==> config.mk <==
export PLATFORM = sky130hd
export DESIGN_NAME = dma_ctl_flat
export DESIGN_NICKNAME = d
export VERILOG_FILES = /design/src/rtl/dma_ctl_if.sv /design/src/rtl/dma_ctl.sv /design/src/flat_wrapper.sv
export SDC_FILE = /design/constraint.sdc
export NUM_CORES = 1
export LEC_CHECK = 0
export CAP_MARGIN = 0
export CELL_PAD_IN_SITES_DETAIL_PLACEMENT = 1
export CELL_PAD_IN_SITES_GLOBAL_PLACEMENT = 1
export CORE_AREA = 10 10 160 103
export CTS_CLUSTER_DIAMETER = 30
export DETAILED_ROUTE_END_ITERATION = 12
export DIE_AREA = 0 0 170 113
export GPL_TIMING_DRIVEN = 0
export PLACE_DENSITY = 0.79
export RECOVER_POWER = 100
export SYNTH_ARGS = -nofsm -noshare
export SYNTH_HDL_FRONTEND = slang
export SYNTH_SLANG_ARGS = --single-unit
==> constraint.sdc <==
create_clock -name clk -period 3.16 [get_ports clk]
set_input_delay 0.632 -clock clk [delete_from_list [all_inputs] [get_ports clk]]
set_output_delay 0.632 -clock clk [all_outputs]
set_load 0.02 [all_outputs]
==> src/rtl/dma_ctl_if.sv <==
// rtl/dma_ctl_if.sv - CPU register window and DMA bus-master signals of the DMA controller
interface dma_ctl_if;
    logic [2:0]  AD;
    logic [7:0]  DI;
    logic [7:0]  DO;
    logic        rw;
    logic        cs;
    logic        irq;
    logic        hold;
    logic        dma_active;
    logic [15:0] dma_ad;
    logic [7:0]  dma_do;
    logic [7:0]  dma_di;
    logic        dma_rw;
    logic        dma_vma;

    modport slave (
        input  AD, DI, rw, cs, dma_di,
        output DO, irq, hold, dma_active, dma_ad, dma_do, dma_rw, dma_vma
    );

    modport master (
        output AD, DI, rw, cs, dma_di,
        input  DO, irq, hold, dma_active, dma_ad, dma_do, dma_rw, dma_vma
    );
endinterface

==> src/rtl/dma_ctl.sv <==
// rtl/dma_ctl.sv - single-channel memory-to-memory DMA controller, 3 bus cycles per byte
module dma_ctl #(
    parameter int unsigned SETTLE = 2
) (
    input  logic       clk,
    input  logic       rst,
    dma_ctl_if.slave   bus
);
    typedef enum logic [2:0] {IDLE, REQ, RD0, RD1, WR, FIN} state_t;

    localparam logic [3:0] SETTLE_LAST = 4'(SETTLE - 1);

    state_t      state_q, state_d;
    logic [15:0] src_q, dst_q, cnt_q;
    logic [7:0]  buf_q;
    logic [3:0]  settle_q;
    logic        ie_q, src_fix_q, dst_fix_q, busy_q, done_q;

    logic        cpu_wr, reg_wr, start, stat_wr;
    logic [15:0] cnt_dec;
    logic        hold_c, active_c, vma_c, rw_c;
    logic [15:0] ad_c;
    logic [7:0]  do_c, rd_mux;

    assign cpu_wr  = bus.cs & ~bus.rw;
    assign reg_wr  = cpu_wr & ~busy_q;
    assign start   = reg_wr && (bus.AD == 3'd6) && bus.DI[0];
    assign stat_wr = cpu_wr && (bus.AD == 3'd7);
    assign cnt_dec = cnt_q - 16'd1;

    always_ff @(posedge clk or posedge rst) begin
        if (rst) begin
            state_q <= IDLE;
        end else begin
            state_q <= state_d;
        end
    end

    always_comb begin
        state_d  = state_q;
        hold_c   = 1'b0;
        active_c = 1'b0;
        vma_c    = 1'b0;
        rw_c     = 1'b1;
        ad_c     = 16'h0000;
        do_c     = 8'h00;
        case (state_q)
            IDLE: if (start && (cnt_q != 16'd0)) state_d = REQ;
            REQ: begin
                hold_c = 1'b1;
                if (settle_q == SETTLE_LAST) state_d = RD0;
            end
            RD0, RD1: begin
                hold_c   = 1'b1;
                active_c = 1'b1;
                vma_c    = 1'b1;
                ad_c     = src_q;
                state_d  = (state_q == RD0) ? RD1 : WR;
            end
            WR: begin
                hold_c   = 1'b1;
                active_c = 1'b1;
                vma_c    = 1'b1;
                rw_c     = 1'b0;
                ad_c     = dst_q;
                do_c     = buf_q;
                state_d  = (cnt_dec != 16'd0) ? RD0 : FIN;
            end
            FIN: begin
                hold_c  = 1'b1;
                state_d = IDLE;
            end
            default: state_d = IDLE;
        endcase
    end

    always_ff @(posedge clk or posedge rst) begin
        if (rst) begin
            src_q     <= 16'h0000;
            dst_q     <= 16'h0000;
            cnt_q     <= 16'h0000;
            buf_q     <= 8'h00;
            settle_q  <= 4'd0;
            ie_q      <= 1'b0;
            src_fix_q <= 1'b0;
            dst_fix_q <= 1'b0;
            busy_q    <= 1'b0;
            done_q    <= 1'b0;
        end else begin
            settle_q <= (state_q == REQ) ? settle_q + 4'd1 : 4'd0;
            if (reg_wr) begin
                case (bus.AD)
                    3'd0: src_q[15:8] <= bus.DI;
                    3'd1: src_q[7:0]  <= bus.DI;
                    3'd2: dst_q[15:8] <= bus.DI;
                    3'd3: dst_q[7:0]  <= bus.DI;
                    3'd4: cnt_q[15:8] <= bus.DI;
                    3'd5: cnt_q[7:0]  <= bus.DI;
                    3'd6: begin
                        ie_q      <= bus.DI[1];
                        src_fix_q <= bus.DI[2];
                        dst_fix_q <= bus.DI[3];
                    end
                    default: ;
                endcase
            end
            if (state_q == RD1) buf_q <= bus.dma_di;
            if (state_q == WR) begin
                cnt_q <= cnt_dec;
                if (!src_fix_q) src_q <= src_q + 16'd1;
                if (!dst_fix_q) dst_q <= dst_q + 16'd1;
            end
            // Later assignments win: a DONE set beats a same-cycle STAT write.
            if (stat_wr) done_q <= 1'b0;
            if (start) begin
                if (cnt_q != 16'd0) begin
                    busy_q <= 1'b1;
                    done_q <= 1'b0;
                end else begin
                    done_q <= 1'b1;
                end
            end
            if (state_q == FIN) begin
                busy_q <= 1'b0;
                done_q <= 1'b1;
            end
        end
    end

    always_comb begin
        rd_mux = 8'h00;
        case (bus.AD)
            3'd0: rd_mux = src_q[15:8];
            3'd1: rd_mux = src_q[7:0];
            3'd2: rd_mux = dst_q[15:8];
            3'd3: rd_mux = dst_q[7:0];
            3'd4: rd_mux = cnt_q[15:8];
            3'd5: rd_mux = cnt_q[7:0];
            3'd6: rd_mux = {4'b0000, dst_fix_q, src_fix_q, ie_q, 1'b0};
            3'd7: rd_mux = {done_q, 6'b000000, busy_q};
            default: rd_mux = 8'h00;
        endcase
    end

    assign bus.DO         = rd_mux;
    assign bus.irq        = done_q & ie_q;
    assign bus.hold       = hold_c;
    assign bus.dma_active = active_c;
    assign bus.dma_vma    = vma_c;
    assign bus.dma_rw     = rw_c;
    assign bus.dma_ad     = ad_c;
    assign bus.dma_do     = do_c;
endmodule
==> src/flat_wrapper.sv <==
// flat-port wrapper written by rule: the top's interface ports become plain ports
module dma_ctl_flat 
#(
    parameter int unsigned SETTLE = 2
)
  (clk, rst, bus_AD, bus_DI, bus_rw, bus_cs, bus_dma_di, bus_DO, bus_irq, bus_hold, bus_dma_active, bus_dma_ad, bus_dma_do, bus_dma_rw, bus_dma_vma);
  dma_ctl_if bus_i ();
  input  logic clk;
  input  logic rst;
  input wire logic [$bits(bus_i.AD)-1:0] bus_AD;
  input wire logic [$bits(bus_i.DI)-1:0] bus_DI;
  input wire logic [$bits(bus_i.rw)-1:0] bus_rw;
  input wire logic [$bits(bus_i.cs)-1:0] bus_cs;
  input wire logic [$bits(bus_i.dma_di)-1:0] bus_dma_di;
  output wire logic [$bits(bus_i.DO)-1:0] bus_DO;
  output wire logic [$bits(bus_i.irq)-1:0] bus_irq;
  output wire logic [$bits(bus_i.hold)-1:0] bus_hold;
  output wire logic [$bits(bus_i.dma_active)-1:0] bus_dma_active;
  output wire logic [$bits(bus_i.dma_ad)-1:0] bus_dma_ad;
  output wire logic [$bits(bus_i.dma_do)-1:0] bus_dma_do;
  output wire logic [$bits(bus_i.dma_rw)-1:0] bus_dma_rw;
  output wire logic [$bits(bus_i.dma_vma)-1:0] bus_dma_vma;
  assign bus_i.AD = bus_AD;
  assign bus_i.DI = bus_DI;
  assign bus_i.rw = bus_rw;
  assign bus_i.cs = bus_cs;
  assign bus_i.dma_di = bus_dma_di;
  assign bus_DO = bus_i.DO;
  assign bus_irq = bus_i.irq;
  assign bus_hold = bus_i.hold;
  assign bus_dma_active = bus_i.dma_active;
  assign bus_dma_ad = bus_i.dma_ad;
  assign bus_dma_do = bus_i.dma_do;
  assign bus_dma_rw = bus_i.dma_rw;
  assign bus_dma_vma = bus_i.dma_vma;
  dma_ctl #(.SETTLE(SETTLE)) u_core (.clk(clk), .rst(rst), .bus(bus_i));
endmodule
# [Yosys cells after proc, flatten, opt, wreduce, memory -nomap -nowiden]
# Cells that the tools add are included.
[word_totals] ramBits=0 n_memories=0 wordCells=91 romBits=0 register_bits=68 latchBits=0 out_inout_bits=37 input_bits=23
[classes] n_mux=33 mul=0 shift=0 n_div=0 eq_ne=15 n_reduce_logical=22 n_addsub=4 n_lt_le_gt_ge=0 bitwise_logic=5
[op_table] cell="16-bit 2-to-1 mux" count=8
[op_table] cell="8-bit case mux with 8 select lines" count=1
[op_table] cell="8-bit 2-to-1 mux" count=7
[op_table] cell="16-bit by 1-bit adder with 16-bit output, second input constant" count=2
[op_table] cell="16-bit case mux with 2 select lines" count=1
[op_table] cell="16-bit nonzero test" count=2
[op_table] cell="3-bit equality test, second input constant" count=6
[op_table] cell="16-bit by 1-bit subtractor with 16-bit output, second input constant" count=1
[op_table] cell="3-bit by 2-bit equality test with 1-bit output, second input constant" count=4
[op_table] cell="3-bit 2-to-1 mux" count=4
[op_table] cell="3-bit case mux with 4 select lines" count=1
[op_table] cell="1-bit 2-to-1 mux" count=10
[op_table] cell="2-bit AND reduction" count=5
[op_table] cell="2-bit nonzero test" count=5
[op_table] cell="3-bit by 1-bit equality test with 1-bit output, second input constant" count=2
[op_table] cell="3-bit logical NOT" count=2
[op_table] cell="5-bit OR reduction" count=1
[op_table] cell="4-bit by 1-bit adder with 4-bit output, second input constant" count=1
[op_table] cell="4-bit by 1-bit equality test with 1-bit output, second input constant" count=1
[op_table] cell="1-bit logical AND" count=4
[op_table] cell="4-bit 2-to-1 mux" count=1
[op_table] cell="2-bit by 1-bit != test with 1-bit output, second input constant" count=2
[op_table] cell="1-bit AND" count=3
[op_table] cell="3-bit nonzero test" count=1
[op_table] cell="3 further kinds" count=4

# [Longest topological paths before layout]
[logic_depth] word_depth=8 mapped_depth=9 depth_no_buf=8

# [Worst setup path before layout]
# No wires, ideal clock.
[synth_timing] path_kind="input to output" startpoint="in bus_AD[0]" endpoint="out bus_DO[3]" required_ns=2.528 setup_slack_ns=0.456 path_buffers=2 arrival_time_ns=2.072 stages=6 path_cell_list="buf_1 buf_1 mux2i_1 o22ai_1 o21ai_0 a21oi_1"
[synth_between] elab_chain_len=2 elab_cells_between_ends=9 classes_between="7 x eq/ne; 1 x mux; 1 x reduce/logical"
[synth_rtl] element="start, declared" line_no="flat_wrapper.sv:10" rtl="input wire logic [$bits(bus_i.AD)-1:0] bus_AD;"
[synth_rtl] element="3-bit equality test, or another cell as far along" line_no="dma_ctl.sv:132" rtl="case (bus.AD)"
[synth_rtl] element="8-bit case mux with 8 select lines (*)" line_no="dma_ctl.sv:132"
[synth_rtl] element="end, declared" line_no="flat_wrapper.sv:15" rtl="output wire logic [$bits(bus_i.DO)-1:0] bus_DO;"
# Mark *: on every way between the ends. The rest lies on a longest branch, timed or not.

# [Worst setup path after layout]
[layout_timing] startpoint="in bus_AD[0]" endpoint="out bus_DO[1]"
# The elaborated chain is that of the path after synthesis.

==> summary.md <==
| Metric | Value |
|---|---|
| Status | `finished with violations` |
| Violations in the final reports | `max-capacitance violations, max-slew violations` |
| Data required, critical path | `2.53 ns` |
| Largest stage delay on the critical path | `0.37 ns` |
| Tightest Pin Transition | `1.52 ns` |
| Commonest cells in the synthesized netlist | `80 x nor2_1, 68 x dfrtp_1, 55 x nand2_1` |
| Routed wire length | `19,800 um` |
| Share of synthesized registers carrying an async set or reset | `1.00` |
| Slew margin rel. | `-0.0139` |
| Arrival time of data at the critical path endpoint | `2.42 ns` |
| Filler instances | `1,590` |
| Placeable core region | `13,400 um2` |
| Most repeated cell in the gate-level netlist after synthesis | `nor2_1` |
| Critical path launch point type | `input pin` |
| Sinks on Clock Net | `68` |
| Share of final-layout standard cells stronger than drive strength 1 | `0.115` |
| Number of CTS-inserted buffers | `9` |
| # diodes | `0` |
| Synth Register Bits | `68` |
| Prevailing post-synth register cell | `dfrtp_1` |
| Capturing instance or port of the critical path | `bus_DO[1]` |
| Final worst path period need | `3.06 ns` |
| Largest net degree at the start of global routing | `54` |
| Cell with the biggest individual delay on the critical path | `dlygate4sd2_1` |
| Area share of the largest cell type after synthesis | `0.367` |
| Hold Path Stages | `1` |
| Detail-routed via count per cell | `6.27` |
| Overall routing resource usage | `0.206` |
| Fraction of the mapped netlist area in compound gates | `0.238` |
| Final Hold Fails | `0` |
| PnR Total Power | `0.00510 W` |
| Initial Utilization | `0.346` |
| Clock edge transition at the registers on the reported setup and hold paths | `0.06 ns` |
| Proportion of power drawn by flip-flops and latches | `0.362` |
| Setup repair after global routing missed its margin | `false` |
| Wire length per cell after detailed routing | `24.1 um` |
| Cell area power density | `886 nW/um2` |
| Area of the multi-input gates | `2720 um2` |
| Register-to-register setup slack | `0.26 ns` |
| Die Y | `113 um` |
| Final setup TNS | `0 ns` |
| Crit-path cells | `clkdlybuf4s15_1 > inv_1 > o21ai_0 > a21boi_0 > o22ai_1 > o21ai_0 > a21oi_1 > dlygate4sd2_1` |
| Synth Area in XOR/XNOR | `0.00566` |
| Number of stages on the worst setup path | `8` |
| Max Clock Skew | `0.00877 ns` |
| DR iter-0 viols | `574` |
| Number of top-level pins | `60` |
| Largest vdd supply drop | `0.301 mV` |
| Number of nets in the final layout | `674` |
| Buffering stage count on the worst path with inverters included | `3` |
| Mean area per synthesized cell | `8.10 um2` |
| Area enclosed by the die boundary | `19,200 um2` |
| Post-Synthesis Cells | `573` |
| Leakage power summed over all cells | `2.32 nW` |
| Capturing point of the worst reg2reg path | `u_core.state_q[2]` |
| Kind of path behind the tightest hold check | `reg2reg` |
| Number of nets in the synthesized netlist | `602` |
| Number of standard-cell rows in the floorplan | `33` |
| Top cells by area, synth | `dfrtp_1 37%, nor2_1 6.5%, a21oi_1 5.1%` |
| Sw frac | `0.454` |
| DRT antenna net count | `0` |
| Synthesis-to-layout area growth | `24.0%` |
| Kind of cell with the highest combined delay on the critical path | `buffers and inverters` |
| Clk Tree Root Cell | `clkbuf_16` |
| Share of cell area taken by muxes after synthesis | `0.0655` |
| Number of pins with negative max-slew slack in the final report | `54` |
| F_max | `327 MHz` |
| Setup Viol. Count Final | `0` |
| Int Pwr | `0.00278 W` |
| Dominant combinational cell family by area after synthesis | `simple AND/OR/NAND/NOR gates` |
| Post-synth design cell area | `4640 um2` |
| TritonCTS clock tree | `done` |
| Peak fanout along the critical path | `7` |
| Clock Power Share | `0.207` |
| Share of the clock period used by the worst path | `0.967` |
| Initial antenna violation count | `0` |
| First-pass GRT wire length | `31,000 um` |
| Clock insertion delay at the later pin of the skew report | `0.35 ns` |
| Number of flops mapped to enable cells by yosys | `0` |
| Number of design rule violations left after detail routing | `0` |
| Critical Path Source | `bus_AD[0]` |
| Seq/Total Area, Yosys | `0.367` |
| Yosys warning total | `0` |
| Area taken by flip-flops and latches | `1700 um2` |
| Share of synthesized cell area in full adder, half adder and majority cells | `0.0162` |
| Maximum clock insertion buffer count | `2` |
| Number of H-tree branching levels | `3` |
| Die boundary width | `170 um` |
| Worst setup EP type | `output pin` |
| Worst Setup Path Type | `in2out` |
| Switching power | `0.00232 W` |
| Comb pwr share | `0.431` |
| HPWL after detailed placement | `14,700 um` |
| Most prevalent standard cell on the critical path | `o21ai_0` |
| Startpoint of the lowest-slack register-to-register path | `u_core.cnt_q[1]` |
| Number of distinct library cells after synthesis | `63` |
| Grt total ovfl | `0` |
| Logic depth of the worst register-to-register path | `8` |
| Number of vias after detailed routing | `5,171` |
| Maximum Capacitance Violations | `1` |
| Number of detailed-route iterations in the first pass | `5` |
| Share of synthesized cell area in and, or, nand and nor gates | `0.259` |
| GPL Wtd Cong | `0.926` |
| Via count of the first global-routing pass | `5,269` |
| Count of input and output buffers | `59` |
| Library cell occupying the most area in the post-synthesis netlist | `dfrtp_1` |
-- how the worst min path moves through the flow --
stage | startpoint | slack (ns) | to
2_1_floorplan | u_core.settle_q[0] | 0.46 | u_core.settle_q[0]
3_3_place_gp | u_core.settle_q[0] | 0.47 | u_core.settle_q[0]
3_5_place_dp | u_core.buf_q[6] | 0.49 | u_core.buf_q[6]
4_1_cts | u_core.settle_q[0] | 0.50 | u_core.settle_q[0]
5_1_grt | u_core.buf_q[0] | 0.53 | u_core.buf_q[0]
6_report | u_core.settle_q[0] | 0.50 | u_core.settle_q[0]
-- layout make-up --
type,instances,share of cell area
Clock inverter,6,0.0126
Multi-Input combinational cell,449,0.473
Timing Repair Buffer,61,0.0937
Inverter,20,0.0135
Clock buffer,10,0.0398
Sequential cell,68,0.296
Buffer,36,0.0339
Tap cell,175,0.0380
-- worst register-to-register path, cell delays in order, from the launching register on --
cell	delay [ns]
dfrtp_1	0.49
inv_1	0.16
ha_1	0.30
nor3b_2	0.45
and3_1	0.33
a31oi_1	0.11
a211o_1	0.33
or4_1	0.56
nand2_1	0.10
-- power by group through the flow --
stage / Sequential, W / Clock [W] / Combinational, W
final: 0.00185 / 0.00105 / 0.00220
after global routing: 0.00189 / 0.00112 / 0.00240
after CTS: 0.00181 / 0.00107 / 0.00223
after detailed placement: 0.00182 / 0 / 0.00221
after global placement: 0.00178 / 0 / 0.00212
after floorplan: 0.00157 / 0 / 0.00146
-- stage by stage --
step / cell area, um2 / cells / util / hold slack (ns) / worst slack [ns]
floorplan: 4640 / 573 / - / 0.459 / 0.456
global placement: 5450 / 807 / 0.406 / 0.472 / -1.05
detailed placement: 5480 / 808 / 0.408 / 0.490 / -1.03
CTS: 5840 / 825 / 0.435 / 0.500 / -0.00695
global route: 5760 / 825 / 0.429 / 0.528 / 0.00290
finish: 5760 / 825 / 0.429 / 0.499 / 0.103
-- routing by layer --
metal / wire length [um] / global-route usage / up-vias
li1: - / - / 2257
met3: 2330 / 0.0673 / 30
met4: 325 / 0.0541 / 0
met1: 8730 / 0.288 / 2601
met2: 8460 / 0.296 / 283
met5: 0 / 0 / -
-- logic make-up after synthesis --
group | Yosys count
simple gates | 246
compound gates | 168
flops | 68
buf+inv | 56
mux | 26
fa+ha+maj | 6
xor+xnor | 3
-- cells in the final DEF, fill, tap and decap left out, types with 4 or more instances in the layout --
cell type | Yosys | layout
nor2_1 | 80 | 80
dfrtp_1 | 68 | 67
nand2_1 | 55 | 55
a21oi_1 | 47 | 47
o21ai_0 | 39 | 38
clkbuf_1 | 22 | 29
clkdlybuf4s50_1 | 0 | 29
nand3_1 | 25 | 25
nor3_1 | 21 | 21
inv_1 | 19 | 18
a22o_1 | 16 | 16
mux2_2 | 15 | 15
o22ai_1 | 14 | 14
nand4_1 | 10 | 10
and3_1 | 10 | 10
mux2i_1 | 9 | 9
and2_1 | 10 | 9
clkbuf_16 | 0 | 9
o221a_2 | 8 | 8
dlygate4sd3_1 | 0 | 8
dlygate4sd2_1 | 0 | 7
clkbuf_2 | 0 | 6
a211oi_1 | 6 | 6
ha_1 | 6 | 6
buf_4 | 1 | 5
nor4_1 | 4 | 4
a31oi_1 | 4 | 4
or2_2 | 4 | 4
nor2b_1 | 4 | 4
a221oi_1 | 4 | 4
-- registers in the layout, indices dropped and copies added, names as in the netlist --
| register | count |
|---|---|
| u_core.cnt_q | 16 |
| u_core.dst_q | 16 |
| u_core.src_q | 16 |
| u_core.buf_q | 8 |
| u_core.settle_q | 4 |
| u_core.state_q | 3 |
| u_core.busy_q | 1 |
| u_core.done_q | 1 |
| u_core.dst_fix_q | 1 |
| u_core.ie_q | 1 |
| u_core.src_fix_q | 1 |
-- timing repair --
| item | 4_1_cts | 5_1_grt |
|---|---|---|
| buffers inserted | 1 | 0 |
| endpoints found under the setup margin | 35 | 24 |
| hold buffers | 0 | 0 |
| pin swaps | 0 | 1 |
| gates resized for setup | 44 | 22 |
No activity file was read; power rests on OpenSTA's default activity.
